<file path="src/rtl/cmp_pkg.sv">
// Shared compare-mode encoding for the branch unit and decode.
package cmp_pkg;

   typedef enum logic [2:0] {
      CMP_EQ  = 3'd0,
      CMP_NE  = 3'd1,
      CMP_LTZ = 3'd2,
      CMP_GEZ = 3'd3,
      CMP_LEZ = 3'd4,
      CMP_GTZ = 3'd5,
      CMP_LT  = 3'd6,
      CMP_LTU = 3'd7
   } cmp_mode_e;

   localparam int unsigned QDEPTH = 2;

endpackage

</file>
<file path="src/rtl/cmp_cond.sv">
// Combinational condition evaluator: one of eight signed/unsigned compares.
module cmp_cond
   import cmp_pkg::*;
#(
   parameter int WIDTH = 32
) (
   input  cmp_mode_e          mode_i,
   input  logic [WIDTH-1:0]   a_i,
   input  logic [WIDTH-1:0]   b_i,
   output logic               taken_o
);

   logic signed [WIDTH-1:0] a_s;
   logic signed [WIDTH-1:0] b_s;
   logic                    a_neg;
   logic                    a_zero;

   assign a_s    = $signed(a_i);
   assign b_s    = $signed(b_i);
   assign a_neg  = a_i[WIDTH-1];
   assign a_zero = (a_i == '0);

   // Zero-compare modes look at operand A only.
   always_comb begin
      taken_o = 1'b0;
      case (mode_i)
         CMP_EQ:  taken_o = (a_i == b_i);
         CMP_NE:  taken_o = (a_i != b_i);
         CMP_LTZ: taken_o = a_neg;
         CMP_GEZ: taken_o = !a_neg;
         CMP_LEZ: taken_o = a_neg || a_zero;
         CMP_GTZ: taken_o = !a_neg && !a_zero;
         CMP_LT:  taken_o = (a_s < b_s);
         CMP_LTU: taken_o = (a_i < b_i);
         default: taken_o = 1'b0;
      endcase
   end

endmodule

</file>
<file path="src/rtl/branch_cmp.sv">
// Buffered branch-condition unit: evaluates a compare on accept, returns
// {taken, tag} through a 2-entry FIFO, and keeps saturating statistics.
module branch_cmp
   import cmp_pkg::*;
#(
   parameter int WIDTH = 32,
   parameter int TAG_W = 32,
   parameter int CNT_W = 16
) (
   input  logic              clk,
   input  logic              reset,
   input  logic              in_valid,
   output logic              in_ready,
   input  logic [2:0]        in_mode,
   input  logic [WIDTH-1:0]  in_a,
   input  logic [WIDTH-1:0]  in_b,
   input  logic [TAG_W-1:0]  in_tag,
   output logic              out_valid,
   input  logic              out_ready,
   output logic              out_taken,
   output logic [TAG_W-1:0]  out_tag,
   input  logic              flush,
   input  logic              cnt_clr,
   output logic [CNT_W-1:0]  total_cnt,
   output logic [CNT_W-1:0]  taken_cnt
);

   function automatic logic [CNT_W-1:0] sat_inc(input logic [CNT_W-1:0] v);
      return (v == {CNT_W{1'b1}}) ? v : v + 1'b1;
   endfunction

   logic             cond_taken;
   logic             push;
   logic             pop;

   logic [1:0]       occ_q, occ_d;
   logic             rd_ptr_q, rd_ptr_d;
   logic             wr_ptr_q, wr_ptr_d;
   logic             taken_q [QDEPTH];
   logic [TAG_W-1:0] tag_q   [QDEPTH];
   logic [CNT_W-1:0] total_q, total_d;
   logic [CNT_W-1:0] takn_q,  takn_d;

   cmp_cond #(.WIDTH(WIDTH)) u_cond (
      .mode_i  (cmp_mode_e'(in_mode)),
      .a_i     (in_a),
      .b_i     (in_b),
      .taken_o (cond_taken)
   );

   // Ready depends only on registered occupancy, never on out_ready.
   assign in_ready  = (occ_q != 2'd2);
   assign out_valid = (occ_q != 2'd0);
   assign out_taken = taken_q[rd_ptr_q];
   assign out_tag   = tag_q[rd_ptr_q];
   assign total_cnt = total_q;
   assign taken_cnt = takn_q;

   assign push = in_valid && in_ready && !flush;
   assign pop  = out_valid && out_ready && !flush;

   always_comb begin
      occ_d    = occ_q;
      rd_ptr_d = rd_ptr_q;
      wr_ptr_d = wr_ptr_q;
      if (flush) begin
         occ_d    = 2'd0;
         rd_ptr_d = 1'b0;
         wr_ptr_d = 1'b0;
      end else begin
         if (push) wr_ptr_d = !wr_ptr_q;
         if (pop)  rd_ptr_d = !rd_ptr_q;
         if (push && !pop)      occ_d = occ_q + 2'd1;
         else if (pop && !push) occ_d = occ_q - 2'd1;
      end
   end

   // Clear wins over a same-cycle accept.
   always_comb begin
      total_d = total_q;
      takn_d  = takn_q;
      if (cnt_clr) begin
         total_d = '0;
         takn_d  = '0;
      end else if (push) begin
         total_d = sat_inc(total_q);
         if (cond_taken) takn_d = sat_inc(takn_q);
      end
   end

   always_ff @(posedge clk or negedge reset) begin
      if (!reset) begin
         occ_q      <= 2'd0;
         rd_ptr_q   <= 1'b0;
         wr_ptr_q   <= 1'b0;
         taken_q[0] <= 1'b0;
         taken_q[1] <= 1'b0;
         tag_q[0]   <= '0;
         tag_q[1]   <= '0;
         total_q    <= '0;
         takn_q     <= '0;
      end else begin
         occ_q    <= occ_d;
         rd_ptr_q <= rd_ptr_d;
         wr_ptr_q <= wr_ptr_d;
         total_q  <= total_d;
         takn_q   <= takn_d;
         if (push) begin
            taken_q[wr_ptr_q] <= cond_taken;
            tag_q[wr_ptr_q]   <= in_tag;
         end
      end
   end

endmodule
</file>
<file path="config.mk">
export PLATFORM = sky130hd
export DESIGN_NAME = branch_cmp
export DESIGN_NICKNAME = d
export VERILOG_FILES = /design/src/rtl/cmp_pkg.sv /design/src/rtl/cmp_cond.sv /design/src/rtl/branch_cmp.sv
export SDC_FILE = /design/constraint.sdc
export NUM_CORES = 1
export LEC_CHECK = 0
export ABC_AREA = 1
export CORE_ASPECT_RATIO = 0.8
export CORE_UTILIZATION = 44
export CTS_CLUSTER_SIZE = 12
export DETAILED_ROUTE_END_ITERATION = 12
export HOLD_SLACK_MARGIN = 0.08
export PLACE_DENSITY = 0.9
export SLEW_MARGIN = 0
export SYNTH_ARGS = -nofsm -noshare
export SYNTH_HDL_FRONTEND = slang
export SYNTH_SLANG_ARGS = --single-unit
</file>
<file path="constraint.sdc">
create_clock -name clk -period 2.02 [get_ports clk]
set_clock_uncertainty 0.15 [all_clocks]
set_input_delay 0.303 -clock clk [delete_from_list [all_inputs] [get_ports clk]]
set_output_delay 0.303 -clock clk [all_outputs]
set_load 0.01 [all_outputs]
</file>
Word-level counts from Yosys, hierarchy flattened. Index checks and enable logic that the tools add are counted.

Output and inout bits: 67. Logic and storage cells: 87. Bits of input ports: 105. Bits in registers: 102.

Equal/unequal tests: 14. Add/subtract/negate cells: 4. Multiplexer cells: 27. Order comparisons: 5. Bitwise logic cells: 2. Reduce and logical (&&, ||, !) cells: 26.

Operators by type and width (count): $mux W32 (4); $mux W16 (7); $bwmux W64 (1); $lt A32 B32 Y1 (2); $add A16 B1 Y16 const B (2); $demux W32 S1 (1); $eq A16 B16 Y1 const B (2); $eq A32 B32 Y1 (1); $logic_not A32 Y1 (1); $ne A32 B32 Y1 (1); $eq A3 B3 Y1 const B (4); $reduce_bool A2 Y1 (5); $logic_and A1 B1 Y1 (8); $mux W1 (8); $pmux W1 S8 (1); $logic_not A1 Y1 (7); $eq A3 B2 Y1 const B (2); $mux W2 (3); $ne A2 B2 Y1 const B (3); $ge A2 B2 Y1 const B (2); $not A1 Y2 (2); $eq A3 B1 Y1 const B (1); $logic_not A3 Y1 (1); $reduce_and A3 Y1 (1); other kinds (8) (8).

Logic depth before layout (Yosys ltp). Gate-level depths: netlist (run 1).

Depth in word-level cells: 8. Mapped depth: 17. Gate-level depth less buffers: 16.

By module. A second synthesis (run 1) with hierarchy kept.

Cells, all modules: 893. Area, all modules: 6371.1 µm².

Modules (own cells, without submodules): branch_cmp (seq. area each 2552.4 µm², area an instance 5292.6 µm², times used 1, cells each 700); cmp_cond (seq. area each 0.0 µm², area an instance 1078.5 µm², times used 1, cells each 193).

Worst setup path after synthesis (run 1). Ideal clock, no wire load.

Path kind: input -> register. Start: input in_b[7]. End: register takn_q[10] (netlist: taken_cnt[10]). Data required time: 1752 ps. Setup time: 118 ps. Stages: 16. Buffers on the path: 1. Slack: -62 ps. Data arrival time: 1814 ps. Path through: inv_1 > ha_1 > nand2_1 > nor2_1 > nand3_1 > nand3_1 > nand2_1 > nand2_1 > nand2_1 > nand2_1 > nand2_1 > nand3_1 > nand3_4 > buf_4 > nand4_1 > nand2_1.

Longest elaborated chain between the ends: 4. Elaborated cells on any way between the ends: 7. Those cells by class: order compare (2); eq/ne (2); mux (1); reduce/logical (2).

RTL lines: start, declared (line branch_cmp.sv:16) `input logic [WIDTH-1:0] in_b,`; $lt A32 B32 Y1, or another cell as far along (line cmp_cond.sv:34) `CMP_LTU: taken_o = (a_i < b_i);`; $pmux W1 S8 * (line cmp_cond.sv:26) `case (mode_i)`; $reduce_bool A2 Y1 (no line) *; $reduce_and A3 Y1 (no line) *; end signal, assigned (line branch_cmp.sv:107) `takn_q <= takn_d;`; end, declared (line branch_cmp.sv:42) `logic [CNT_W-1:0] takn_q, takn_d;`.

Mark *: on every way between the ends. The rest lies on a longest branch, timed or not. A chain may end at the register's enable or synchronous reset.

Final worst setup path (run 1).
Start: input in_b[7]. End: register takn_q[3] (netlist: taken_cnt[3]).

Same word-level chain as after synthesis.

==> out/qor.log, run 1 <==
INFO  run_status     outcome=complete, but fails checks
INFO  run_status     violations_in_the_final_reports=setup timing
INFO  global_routing globalRouteTotalUtil=27.4%
INFO  timing         finalCritPeriodShare=115%
INFO  critical_path  r2r_cells=14
INFO  final_layout   post_layout_nonfiller_instances=1243
INFO  final_layout   fillers=878
INFO  final_layout   area_growth=57.5%
INFO  final_layout   antenna_diode_instance_count=0
INFO  yosys          synth_area=6050squm
INFO  timing         tightestPinTransition=522ps
INFO  pwr            leakage=4.89nW
INFO  route          route.detailed.drc=0
INFO  floorplanning  die_area=14200squm
INFO  timing         setup_repair_after_global_routing_missed_its_margin=true
INFO  floorplanning  top_level_ports=172
INFO  yosys          postSynthRegisterBits=102
INFO  route          via_per_inst=5.35
INFO  critical_path  cp_max_fo=5
INFO  critical_path  crit_type=input pin to register
INFO  cts            cts.sinks=102
INFO  critical_path  regToRegEndpoint=taken_cnt[3]
INFO  global_routing globalRoute.totalOverflow=0
INFO  timing         slew_headroom=65.2%
INFO  critical_path  r2r_setup_slack=-160ps
INFO  route          wl_met3=1620microns
INFO  critical_path  worst-endpoint-arrival=2400ps
INFO  cts            tritoncts.num_buffers=9
INFO  timing         layout_setup_ws=-304ps
INFO  route          vias=6651
INFO  yosys          synthesis.nets=965
INFO  critical_path  cp_data_required_time=2100ps
INFO  critical_path  critical_path.endpoint_type=register
INFO  place          dp_hpwl=12200microns
INFO  timing         timing.final.setup_violations=26
INFO  yosys          primary_flip_flop_cell_chosen_by_synthesis_mapping=sky130_fd_sc_hd__dfrtp_1
INFO  floorplanning  initial_core_util=46.0%
INFO  final_layout   mostFrequentLayoutCells=sky130_fd_sc_hd__nand2_1, sky130_fd_sc_hd__dfrtp_1, sky130_fd_sc_hd__inv_1, sky130_fd_sc_hd__o21ai_0, sky130_fd_sc_hd__clkdlybuf4s50_1
INFO  yosys          average_footprint_of_a_synthesized_cell=7.33squm
INFO  route          detail_route.first_pass.iterations=5
INFO  place          place.gp.congestion=0.856
INFO  place          placedInstanceArea=8320squm
INFO  cts            clk_pin_slew_worst_paths=80ps
INFO  yosys          synth.yosys.warnings=0
INFO  global_routing grt_antenna_before_repair=0
INFO  cts            cts-htree-levels=3
INFO  place          dpl_worst_slack=-789ps
INFO  place          numPortBuffers=171
INFO  yosys          async_reset_ff_share=100%
INFO  timing         max_freq=430MHz
INFO  critical_path  rr_startpoint=taken_cnt[1]
INFO  route          wire_per_inst=17.2microns
INFO  final_layout   final_core_density=72.5%
INFO  timing         finalCriticalPeriod=2320ps
INFO  route          routed_wl=21400microns
INFO  critical_path  cp-start-kind=input pin
INFO  floorplanning  fp.dieH=107microns
INFO  timing         hold_ws=327ps
INFO  floorplanning  placeableCoreArea=13100squm
INFO  timing         setup_total_negative_slack=-3600ps
INFO  critical_path  worst_path_largest_cell_delay=280ps
INFO  place          cell_total_after_placement=1195
INFO  route          maxUsedRoutingLayer=met4
INFO  hold_path      worst_hold_path_type=input pin to async pin
INFO  pwr            post-layout-total-power=8.14mW
INFO  route          drt-met1-wl=8260microns
INFO  route          final_antenna_violating_net_count=0
INFO  floorplanning  die_width=133microns
INFO  critical_path  cells_along_the_critical_path=clkdlybuf4s15_2, inv_2, ha_4, nand2_4, a21oi_1, nor2_1, nand3_2, nand2_1, nand2_1, nand2_2, nand2_1, nand2_1, nand3_2, nand3_4, buf_12, buf_16, nand4_1, nand2_1
INFO  cts            cts_tree=built
INFO  global_routing first_global_vias=6380
INFO  final_layout   layout-drive-gt1-share=26.7%
INFO  yosys          synth_enable_flop_cells=0
INFO  global_routing grt_max_degree=66
INFO  final_layout   post-route-cell-area=9530squm
INFO  pwr            vdd.ir_drop.worst=0.567mV
INFO  pwr            powerDensity=854nW/um^2
INFO  job            drv_cap=0
INFO  yosys          synth-seq-area-share=42.2%
INFO  route          dr_wl_met2=10600microns
INFO  cts            cts.path.max_buffers=2
INFO  timing         timing_max_transition_violations_final=0
INFO  cts            cts_root_buf=sky130_fd_sc_hd__clkbuf_16
INFO  critical_path  critical-path-top-delay-family=simple AND/OR/NAND/NOR gates
INFO  critical_path  path_buf_inv=4
INFO  floorplanning  std_cell_rows=37
INFO  global_routing wire_length_of_the_first_global_routing_pass=30800microns
INFO  yosys          synth_cell_type_count=43
INFO  final_layout   design.final.nets=1202
INFO  final_layout   mostFrequentLayoutCell=sky130_fd_sc_hd__nand2_1
INFO  route          drt_first_iter_violations=547
INFO  critical_path  timing.critical_path.slowest_stage_cell=sky130_fd_sc_hd__ha_4
INFO  yosys          post_synth_inst_count=826
INFO  cts            insertion_delay=350ps
INFO  critical_path  cp_common_cell=sky130_fd_sc_hd__nand2_1
INFO  timing         hold_violations=0
[routing by layer]
metal / vias up / GRT usage (%)
met2: 343 / 46.5
met4: 0 / 10.3
li1: 3089 / -
met1: 3138 / 34.2
met5: - / 0
met3: 81 / 6.29
[worst register-to-register path, stage by stage (launching register included)]
cell and delay [ps]:
sky130_fd_sc_hd__dfrtp_1 430, sky130_fd_sc_hd__ha_4 190, sky130_fd_sc_hd__nand2_4 60, sky130_fd_sc_hd__nor3_4 130, sky130_fd_sc_hd__nand2_1 90, sky130_fd_sc_hd__nor2_2 130, sky130_fd_sc_hd__inv_2 70, sky130_fd_sc_hd__nor2_4 90
sky130_fd_sc_hd__nand2_2 80, sky130_fd_sc_hd__o21ai_4 200, sky130_fd_sc_hd__buf_12 130, sky130_fd_sc_hd__inv_8 50, sky130_fd_sc_hd__nand2_8 110, sky130_fd_sc_hd__nand3_2 80, sky130_fd_sc_hd__nand2_1 130
[cell families after synthesis]
group	share of synthesized area [%]
flops	42.2
buf+inv	10.5
xor+xnor	1.45
compound gates	11.0
simple gates	27.8
fa+ha+maj	7.03
[cell usage after synthesis, types with 2 or more instances]
library cell	n	share of area [%]
sky130_fd_sc_hd__inv_2	3	0.19
sky130_fd_sc_hd__o21ai_2	2	0.29
sky130_fd_sc_hd__ha_1	34	7.0
sky130_fd_sc_hd__nand3_2	2	0.33
sky130_fd_sc_hd__nor3_1	4	0.33
sky130_fd_sc_hd__buf_4	2	0.25
sky130_fd_sc_hd__o21a_1	2	0.25
sky130_fd_sc_hd__dfrtp_1	102	42
sky130_fd_sc_hd__o22ai_1	2	0.21
sky130_fd_sc_hd__o21ai_0	88	7.3
sky130_fd_sc_hd__inv_1	127	7.9
sky130_fd_sc_hd__nand4_1	22	2.3
sky130_fd_sc_hd__xnor2_1	2	0.29
sky130_fd_sc_hd__xor2_1	8	1.2
sky130_fd_sc_hd__buf_2	8	0.66
sky130_fd_sc_hd__clkbuf_1	15	0.93
sky130_fd_sc_hd__nor3b_1	2	0.25
sky130_fd_sc_hd__a31oi_1	2	0.21
sky130_fd_sc_hd__nor2_1	52	3.2
sky130_fd_sc_hd__a21oi_1	23	1.9
sky130_fd_sc_hd__nand3_1	35	2.9
sky130_fd_sc_hd__nand2_2	4	0.41
sky130_fd_sc_hd__nand2_1	265	16
[flip-flops by register name, indices dropped and copies added, names as in the netlist]
signal,count
tag_q,64
taken_cnt,16
total_cnt,16
occ_q,2
taken_q,2
rd_ptr_q,1
wr_ptr_q,1
[where the power goes]
part / switching [mW] / total, mW / leakage (nW) / internal (mW)
combinational: 1.78 / 3.27 / 3.42 / 1.50
sequential: 0.400 / 3.14 / 1.32 / 2.74
clock: 0.867 / 1.74 / 0.146 / 0.870
total: 3.04 / 8.14 / 4.89 / 5.10
[cell type report]
cell class / count / area (sq um) / area share [%]
multi-input cells: 566 / 3630 / 38.1
flip-flops and latches: 102 / 2550 / 26.8
repair buffers: 251 / 2320 / 24.3
inverters: 131 / 504 / 5.29
clock buffers: 9 / 225 / 2.36
well taps: 175 / 219 / 2.30
clock inverters: 7 / 70.1 / 0.735
repair inverters: 2 / 12.5 / 0.131
[worst max path at each step]
stage | startpoint | depth (start not counted) | end | slack, ps
4_1_cts | taken_cnt[0] | 12 | taken_cnt[13] | -20
6_report | in_b[7] | 18 | taken_cnt[3] | -300
5_1_grt | in_b[7] | 18 | taken_cnt[3] | -370
3_5_place_dp | in_b[15] | 12 | taken_cnt[8] | -790
3_3_place_gp | in_b[21] | 17 | taken_cnt[13] | -620
2_1_floorplan | taken_cnt[0] | 13 | taken_cnt[10] | 3
[timing repair]
item,4_1_cts,5_1_grt
pin swaps,51,58
setup buffers,9,18
cloned,3,2
gates resized for setup,255,122
endpoints found under the hold margin,33,0
endpoints found under the setup margin,53,83
hold buffers,1,0
Note: power is estimated with default switching activity, not from simulation.
==> run 2: changes to the inputs <==
ABC_AREA = not set   (was 1)
CORE_UTILIZATION = 43   (was 44)
PLACE_DENSITY = 0.89   (was 0.9)
==> run 2 against run 1 <==
  * The run still ends with setup timing left
  * Via count shrank 19%
  * Cell count down 21%
  * Worst setup slack got worse by 210 ps
  * Cell area shrank 0.81%
  * Routed wire length decreased by 13%
  * Register-to-register slack worse by 320 ps
  * Sequential cell count stayed put
==> out/qor.log, run 2 <==
INFO  pwr            internal_power=4.44mW
INFO  timing         finalCritPeriodShare=125%
INFO  timing         slew_headroom=66.2%
INFO  cts            clk_pin_slew_worst_paths=80ps
INFO  place          numPortBuffers=171
INFO  run_status     outcome=complete, but fails checks
INFO  timing         layout_setup_ws=-515ps
INFO  pwr            leakage=4.10nW
INFO  critical_path  regToRegEndpoint=taken_cnt[14]
INFO  yosys          postSynthRegisterBits=102
INFO  route          via_per_inst=5.47
INFO  cts            cts_root_buf=sky130_fd_sc_hd__clkbuf_16
INFO  timing         setup_total_negative_slack=-8530ps
INFO  timing         setup_repair_after_global_routing_missed_its_margin=true
INFO  final_layout   mostFrequentLayoutCell=sky130_fd_sc_hd__dfrtp_1
INFO  critical_path  cells_along_the_critical_path=buf_6, inv_2, ha_4, nand4_1, nor4_4, nand3_2, and3b_2, a211oi_4, o21ai_4, buf_6, or4_4, a21oi_2
INFO  yosys          post_synth_inst_count=533
INFO  route          route.detailed.drc=0
INFO  route          drt_first_iter_violations=205
INFO  place          place.gp.congestion=0.867
INFO  pwr            seq_power_share=41.8%
INFO  final_layout   design.final.nets=942
INFO  yosys          synth-seq-area-share=44.7%
INFO  pwr            swShare=29.4%
INFO  pwr            power.combinational.fraction=31.2%
INFO  final_layout   registers.top_by_ff_count=tag_q
INFO  job            drv_cap=0
INFO  global_routing grt_max_degree=63
INFO  floorplanning  top_level_ports=172
INFO  hold_path      worst_hold_path_type=input pin to async pin
INFO  critical_path  r2r_cells=9
INFO  final_layout   mostFrequentLayoutCells=sky130_fd_sc_hd__dfrtp_1, sky130_fd_sc_hd__mux2_2, sky130_fd_sc_hd__buf_4, sky130_fd_sc_hd__clkdlybuf4s50_1, sky130_fd_sc_hd__buf_6
INFO  route          final_antenna_violating_net_count=0
INFO  timing         finalCriticalPeriod=2530ps
INFO  critical_path  r2r_setup_slack=-480ps
INFO  critical_path  path_buf_inv=3
INFO  cts            cts_tree=built
INFO  critical_path  worst_path_largest_cell_delay=420ps
INFO  final_layout   fillers=849
INFO  cts            tritoncts.num_buffers=9
INFO  yosys          post-synth-top-area-fraction=44.7%
INFO  global_routing wire_length_of_the_first_global_routing_pass=28600microns
INFO  cts            cts-htree-levels=3
INFO  route          vias=5374
INFO  floorplanning  placeableCoreArea=12900squm
INFO  critical_path  critical_path.endpoint_type=register
INFO  place          placedInstanceArea=8300squm
INFO  floorplanning  die_width=131microns
INFO  critical_path  critical-path-top-delay-family=simple AND/OR/NAND/NOR gates
INFO  pwr            post-layout-total-power=6.28mW
INFO  timing         hold_ws=339ps
INFO  route          detail_route.first_pass.iterations=5
INFO  yosys          average_footprint_of_a_synthesized_cell=10.7squm
INFO  final_layout   post-route-cell-area=9450squm
INFO  route          routed_wl=18700microns
INFO  final_layout   layout-drive-gt1-share=52.1%
INFO  timing         hold_violations=0
INFO  place          dpl_worst_slack=-1420ps
INFO  final_layout   antenna_diode_instance_count=0
INFO  yosys          primary_flip_flop_cell_chosen_by_synthesis_mapping=sky130_fd_sc_hd__dfrtp_1
INFO  yosys          synth_cell_type_count=48
INFO  yosys          synth_top_cells_by_count=sky130_fd_sc_hd__dfrtp_1, sky130_fd_sc_hd__mux2_2, sky130_fd_sc_hd__inv_1
INFO  yosys          synthesis.nets=672
INFO  floorplanning  std_cell_rows=37
INFO  critical_path  cp_max_fo=7
INFO  critical_path  cp-start-kind=input pin
INFO  route          wire_per_inst=19.0microns
INFO  pwr            share_clk_of_total_power=27.0%
INFO  floorplanning  fp.dieH=105microns
INFO  yosys          async_reset_ff_share=100%
INFO  yosys          synthTopCellsByArea=sky130_fd_sc_hd__dfrtp_1, sky130_fd_sc_hd__mux2_2, sky130_fd_sc_hd__ha_1, sky130_fd_sc_hd__inv_1, sky130_fd_sc_hd__a21oi_1
INFO  critical_path  rr_startpoint=taken_cnt[6]
INFO  timing         max_freq=395MHz
INFO  timing         timing.final.setup_violations=24
INFO  final_layout   final_core_density=73.2%
INFO  critical_path  cp_common_cell=sky130_fd_sc_hd__buf_6
INFO  timing         timing_max_transition_violations_final=0
INFO  yosys          post-synth-top-area-cell=sky130_fd_sc_hd__dfrtp_1
INFO  yosys          synth.yosys.warnings=0
INFO  final_layout   multi_input_area=3730squm
INFO  final_layout   post_layout_nonfiller_instances=983
INFO  cts            insertion_delay=350ps
INFO  global_routing globalRouteTotalUtil=27.0%
INFO  cts            cts.path.max_buffers=2
INFO  pwr            vdd.ir_drop.worst=0.463mV
INFO  critical_path  cp_data_required_time=2140ps
INFO  yosys          synthMostInstantiatedCell=sky130_fd_sc_hd__dfrtp_1
INFO  cts            cts.sinks=102
INFO  floorplanning  die_area=13700squm
INFO  pwr            power.switching=1.85mW
INFO  final_layout   max_reg_flops=64
INFO  critical_path  timing.critical_path.slowest_stage_cell=sky130_fd_sc_hd__or4_4
INFO  critical_path  worst-endpoint-arrival=2660ps
INFO  yosys          synth_area=5710squm
INFO  final_layout   regArea=2560squm
INFO  global_routing globalRoute.totalOverflow=0
INFO  place          dp_hpwl=12200microns
INFO  pwr            powerDensity=665nW/um^2
INFO  global_routing first_global_vias=5823
INFO  place          cell_total_after_placement=932
INFO  floorplanning  initial_core_util=44.2%
INFO  final_layout   area_growth=65.6%
INFO  timing         tightestPinTransition=507ps
INFO  global_routing grt_antenna_before_repair=0
INFO  yosys          synth_enable_flop_cells=0
INFO  run_status     violations_in_the_final_reports=setup timing
INFO  critical_path  crit_type=input pin to register
run 2: cell types whose count changed after synthesis, moves of 9 or more:
cell                      change
sky130_fd_sc_hd__nand3_1     -17
sky130_fd_sc_hd__nor4_1       +9
sky130_fd_sc_hd__mux2_2     +101
sky130_fd_sc_hd__nand2_1    -234
sky130_fd_sc_hd__nor2_1      -13
sky130_fd_sc_hd__inv_1       -86
sky130_fd_sc_hd__o21ai_0     -76
run 2: worst max path at each step:
stage / startpoint / endpoint / slack (ps) / cells after the start
after detailed placement: in_b[27] / taken_cnt[11] / -1420 / 13
after global routing: in_b[16] / taken_cnt[15] / -600 / 13
after global placement: in_b[27] / taken_cnt[8] / -1280 / 13
after floorplan: in_b[18] / taken_cnt[14] / -480 / 12
final: in_b[25] / taken_cnt[14] / -510 / 12
after CTS: in_b[27] / taken_cnt[15] / -520 / 13
run 2: timing repair:
item	4_1_cts	5_1_grt
pin swaps	62	42
endpoints found under the setup margin	63	86
setup buffers	28	10
hold endpoints to repair	102	0
resized for setup	402	104
hold buffers	1	0
gates cloned	3	2
run 2: cell families (layout without fill, tap and decap cells):
family                     count (synthesis)  in the layout  share of synthesized area, %
xor gates and xnor gates                  18             18                          2.76
DFF                                      102            102                          44.7
muxes                                    104            104                          20.5
buffers and inverters                     58            333                          3.97
adders and majority gates                 34             34                          7.45
AOI/OAI and AO/OA                         73             73                          7.87
and+or+nand+nor                          144            144                          12.8
run 2: area by class of cell:
type / instances / share of cell area [%]
inverters: 41 / 1.81
multi-input cells: 373 / 39.5
flip-flops and latches: 102 / 27.0
well taps: 175 / 2.32
clock inverters: 7 / 0.688
clock buffers: 9 / 2.38
repair buffers: 276 / 26.3
run 2: worst reg2reg max path: stages (launching register included):
cell and delay, ps:
sky130_fd_sc_hd__dfrtp_1 390, sky130_fd_sc_hd__nand4_1 210, sky130_fd_sc_hd__nor4_4 80, sky130_fd_sc_hd__and4_1 190, sky130_fd_sc_hd__a211o_1 350, sky130_fd_sc_hd__a211oi_4 210
sky130_fd_sc_hd__o21ai_4 120, sky130_fd_sc_hd__buf_6 150, sky130_fd_sc_hd__or4_4 420, sky130_fd_sc_hd__a21oi_2 160
run 2: power by group through the flow:
stage               clock [mW]  combinational [mW]  sequential, mW
finish                    1.70                1.96            2.63
global route              1.81                2.11            2.67
CTS                       1.72                1.90            2.62
detailed placement           0                1.78            2.65
global placement             0                1.71            2.61
floorplan                    0               0.911            2.59
run 2: per-layer routing:
metal	track usage [%]	routed length [microns]	share of wire, %
met2	47.2	9660	52
met1	31.5	7360	39
met3	5.89	961	5.1
met4	11.7	709	3.8
met5	0	0	0
